$ cat src/rtl/imem_loader.sv
// Byte-stream program loader: unpacks a framed program into sequential 9-bit instruction writes.
// One registered write per INS_HI accept; in_ready is high only while a byte is expected.
module imem_loader #(
  parameter int ADDR_WIDTH = 12,
  parameter int DEPTH      = 4096
) (
  input  logic                  clk,
  input  logic                  reset,
  input  logic                  start,
  input  logic                  in_valid,
  input  logic [7:0]            in_data,
  output logic                  in_ready,
  output logic                  wr_en,
  output logic [ADDR_WIDTH-1:0] wr_addr,
  output logic [8:0]            wr_data,
  output logic                  cpu_hold,
  output logic                  done,
  output logic                  error
);

  localparam logic [2:0] S_IDLE   = 3'd0;
  localparam logic [2:0] S_LEN_LO = 3'd1;
  localparam logic [2:0] S_LEN_HI = 3'd2;
  localparam logic [2:0] S_INS_LO = 3'd3;
  localparam logic [2:0] S_INS_HI = 3'd4;
  localparam logic [2:0] S_CSUM   = 3'd5;
  localparam logic [2:0] S_DONE   = 3'd6;
  localparam logic [2:0] S_ERROR  = 3'd7;

  logic [2:0]  state;
  logic [7:0]  len_lo;
  logic [7:0]  ins_lo;
  logic [7:0]  csum;
  logic [12:0] n_total;
  logic [12:0] idx;
  logic [12:0] idx_nxt;
  logic [15:0] len_w;
  logic        accept;

  always_comb begin
    in_ready = (state == S_LEN_LO) || (state == S_LEN_HI) || (state == S_INS_LO) ||
               (state == S_INS_HI) || (state == S_CSUM);
    // The CPU is held exactly while a frame is in flight, which includes CSUM.
    cpu_hold = in_ready;
    accept   = in_valid && in_ready;
    len_w    = {in_data, len_lo};
    idx_nxt  = idx + 13'd1;
  end

  always_ff @(posedge clk) begin
    if (reset) begin
      state   <= S_IDLE;
      len_lo  <= 8'd0;
      ins_lo  <= 8'd0;
      csum    <= 8'd0;
      n_total <= 13'd0;
      idx     <= 13'd0;
      wr_en   <= 1'b0;
      wr_addr <= '0;
      wr_data <= 9'd0;
      done    <= 1'b0;
      error   <= 1'b0;
    end else begin
      wr_en <= 1'b0;
      case (state)
        S_IDLE, S_DONE, S_ERROR: begin
          if (start) begin
            state <= S_LEN_LO;
            done  <= 1'b0;
            error <= 1'b0;
            idx   <= 13'd0;
            csum  <= 8'd0;
          end
        end
        S_LEN_LO: begin
          if (accept) begin
            len_lo <= in_data;
            state  <= S_LEN_HI;
          end
        end
        S_LEN_HI: begin
          if (accept) begin
            // Truncation to 13 bits is safe: anything above DEPTH takes the error path.
            n_total <= len_w[12:0];
            if (len_w > 16'(DEPTH)) begin
              state <= S_ERROR;
              error <= 1'b1;
            end else if (len_w == 16'd0) begin
              state <= S_CSUM;
            end else begin
              state <= S_INS_LO;
            end
          end
        end
        S_INS_LO: begin
          if (accept) begin
            ins_lo <= in_data;
            csum   <= csum ^ in_data;
            state  <= S_INS_HI;
          end
        end
        S_INS_HI: begin
          if (accept) begin
            if (in_data[7:1] != 7'd0) begin
              state <= S_ERROR;
              error <= 1'b1;
            end else begin
              wr_en   <= 1'b1;
              wr_addr <= idx[ADDR_WIDTH-1:0];
              wr_data <= {in_data[0], ins_lo};
              csum    <= csum ^ in_data;
              idx     <= idx_nxt;
              state   <= (idx_nxt == n_total) ? S_CSUM : S_INS_LO;
            end
          end
        end
        S_CSUM: begin
          if (accept) begin
            if (in_data == csum) begin
              state <= S_DONE;
              done  <= 1'b1;
            end else begin
              state <= S_ERROR;
              error <= 1'b1;
            end
          end
        end
        default: state <= S_IDLE;
      endcase
    end
  end

endmodule
$ cat config.mk
export PLATFORM = sky130hd
export DESIGN_NAME = imem_loader
export DESIGN_NICKNAME = d
export VERILOG_FILES = /design/src/rtl/imem_loader.sv
export SDC_FILE = /design/constraint.sdc
export NUM_CORES = 1
export LEC_CHECK = 0
export BUFFER_PORTS_ARGS = -buffer_cell sky130_fd_sc_hd__buf_2
export CAP_MARGIN = 0
export CORE_MARGIN = 3
export CORE_UTILIZATION = 40
export DETAILED_ROUTE_END_ITERATION = 6
export PLACE_DENSITY_LB_ADDON = 0.2
export SYNTH_ARGS = -nofsm -noshare
export SYNTH_HDL_FRONTEND = slang
export SYNTH_SLANG_ARGS = --single-unit
$ cat constraint.sdc
create_clock -name clk -period 2.9 [get_ports clk]
set_input_delay 0.725 -clock clk [delete_from_list [all_inputs] [get_ports clk]]
set_output_delay 0.725 -clock clk [all_outputs]
set_load 0.02 [all_outputs]
==> flow_summary.ini <==
[timing]
finalCritPeriodShare_pct = 80.8
fin_crit_ps = 2340
tns_ps = 0
hold_violations = 0
fmax_mhz = 427
setup_viol = 0
slew_headroom_pct = 48.9
rsz0062_at_grt = no
slew_viol_final = 0
whs_ps = 456
clock_skew_ps = 6.74
tightest_slew_ps = 767

[placement]
place.gp.congestion = 0.861
hpwlAfterDp_mm = 6.25
dpl.cell_count = 594
port_buffers = 37
dpl_cell_area_um2 = 3910

[power]
peakVddDrop_mv = 0.221
p_leak_uw = 0.00155
power.density_nw_per_um2 = 580
finalPower_uw = 2370

[worst_hold_path]
hold_path.class = reg -> reg

[status]
status = complete, no violations

[die]
core-area_um2 = 8810
fp.dieW_um = 102
die-area_um2 = 10300
ioPinCount = 38
die_h_um = 102
rows = 34
start_util_pct = 41.5

[final_layout]
fillerInstances = 903
multi_input_area_um2 = 1950
final_layout_size_suffix_gt1_share_pct = 14.5
fin_area_um2 = 4090
final_cells = 610
nNetsFinal = 510
diodes = 0
regArea_um2 = 1540
area_growth_pct = 12.0

[worst_setup_path]
cp_cell_sequence = buf_4 -> nor3_1 -> a21oi_1 -> buf_2
worst_ep_required_time_ps = 2170
critPathMaxStageDelay_ps = 480
critPathCaptureType = output port
worst_path_max_delay_cell = dfxtp_1
cp_max_fo = 10
path_class = reg -> out
cp.arrival_ps = 1620
worst_setup_path_start_kind = flip-flop

[global_routing]
track_usage_pct = 17.9
grt_pass1_vias = 3025
grt_max_degree = 41
antenna_found_initial = 0
grt-ovfl-total = 0
grt_pass1_wl_mm = 14.9

[logic_synthesis]
ys.flop_type = dfxtp_1
avgSynthCellArea_um2 = 7.68
syn_nets = 489
synth_warnings = 0
synth_top_area_cell = dfxtp_1
synthTopCellsByArea = dfxtp_1 (42%), nand2_1 (12%), a21oi_1 (11%), xor2_1 (3.6%), clkbuf_1 (2.8%)
synth.cell_area_um2 = 3650
synth.top_cell.area_share_pct = 42.2
synthCells = 476
synth_async_sr_flop_share_pct = 0
synth_edf_count = 0
ys_seq_area_share_pct = 42.2
ys_ff_latch = 77
ys_types = 44

[detailed_routing]
drcViolationCount = 0
vias = 3298
detail_route.wl_per_cell_um = 14.7
drt_wl_total_mm = 8.98
postRouteAntennaNets = 0
avgViaCountPerCell = 5.41
firstDrtPassIters = 4
detailedRoute.firstIterationViolations = 161

[clocking]
cts_hold_buf = 0
root_buffer = clkbuf_8
htree_levels = 3
numCtsBuffers = 9
path_clk_slew_ps = 90
cts_resized = 0
clk_latency_ps = 350
cts_tree = yes
cts_setup_buffers = 0
cts_buffer_depth = 2
clock_sinks = 77

[job]
max-cap-violations = 0
[cell usage in the layout, fill, tap and decap left out, types with 10 or more instances in the layout]
master and count:
xnor2_1 11, nand3_1 10, o21ai_0 15, nor3_1 11
nand2_1 112, xor2_1 15, a21oi_1 79, nor2_1 24
buf_2 37, dfxtp_1 77
[final cells by class]
cell class	count	share of cell area (%)
inverter	2	0.183
multi-input combinational	360	47.7
timing repair buffer	47	6.66
sequential	77	37.7
clock buffer	9	3.03
tap	108	3.30
clock inverter	7	1.50
[worst paths after layout]
path         depth (start not counted)                     from  slack, ps                       to
max                                  4    state[0]$_SDFFE_PP0P_        560                 in_ready
min                                  2  wr_data[0]$_SDFFE_PP0P_        460  wr_data[0]$_SDFFE_PP0P_
max reg2reg                          8    state[2]$_SDFFE_PP0P_        620     csum[2]$_SDFFE_PP0P_
min reg2reg                          2  wr_data[0]$_SDFFE_PP0P_        460  wr_data[0]$_SDFFE_PP0P_
[critical path: cells and delay by family (launching register included)]
family                 cells  cell delay [ps]
AOI/OAI and AO/OA          1              280
DFF                        1              480
buffers and inverters      2              450
and+or+nand+nor            1               60
[cells in the mapped netlist (3+ instances only)]
| cell type | n |
|---|---|
| and3_1 | 8 |
| nand2_1 | 112 |
| a311oi_1 | 3 |
| o211a_1 | 7 |
| nor3b_1 | 4 |
| nor2_1 | 24 |
| nand3b_1 | 8 |
| o21ai_0 | 15 |
| or3_1 | 6 |
| or2_2 | 4 |
| nor2b_1 | 4 |
| and2_1 | 3 |
| nor4_1 | 4 |
| nor3_1 | 11 |
| and4_1 | 3 |
| dfxtp_1 | 77 |
| nand2b_1 | 4 |
| buf_2 | 9 |
| nand3_1 | 10 |
| a31oi_1 | 4 |
| a21oi_1 | 79 |
| xnor2_1 | 11 |
| xor2_1 | 15 |
| clkbuf_1 | 27 |
[logic make-up (layout without fill, tap and decap cells)]
family          Yosys count  after routing  synth area share (%)
compound gates          119            119                  18.9
xor+xnor                 26             26                  6.23
fa+ha+maj                 1              1                 0.342
buf+inv                  39             65                  4.42
flops                    77             77                  42.2
mux                       1              1                 0.308
simple gates            213            213                  27.6
[through the flow]
| stage | worst slack [ps] | util [%] |
|---|---|---|
| 2_1_floorplan | 592 | - |
| 3_3_place_gp | 343 | 44.4 |
| 3_5_place_dp | 286 | 44.4 |
| 4_1_cts | 546 | 46.5 |
| 5_1_grt | 382 | 46.5 |
| 6_report | 558 | 46.5 |
[power breakdown]
group	switching, uW	internal, uW
registers	53.4	1090
logic	289	155
clock network	453	329
[registers in the layout, summed over array words and instances (netlist names)]
register	flops
state	3
error	1
wr_data	9
idx	13
wr_en	1
n_total	13
ins_lo	8
done	1
wr_addr	12
len_lo	8
csum	8
[per-layer routing]
| layer | GRT usage, % | vias up | share of wire, % |
|---|---|---|---|
| met3 | 2.82 | 12 | 3.8 |
| met1 | 23.8 | 1539 | 47 |
| met2 | 30.2 | 71 | 48 |
| li1 | - | 1676 | - |
| met4 | 4.91 | 0 | 1.5 |
| met5 | 0 | - | 0 |
(Power assumes the default switching activity.)
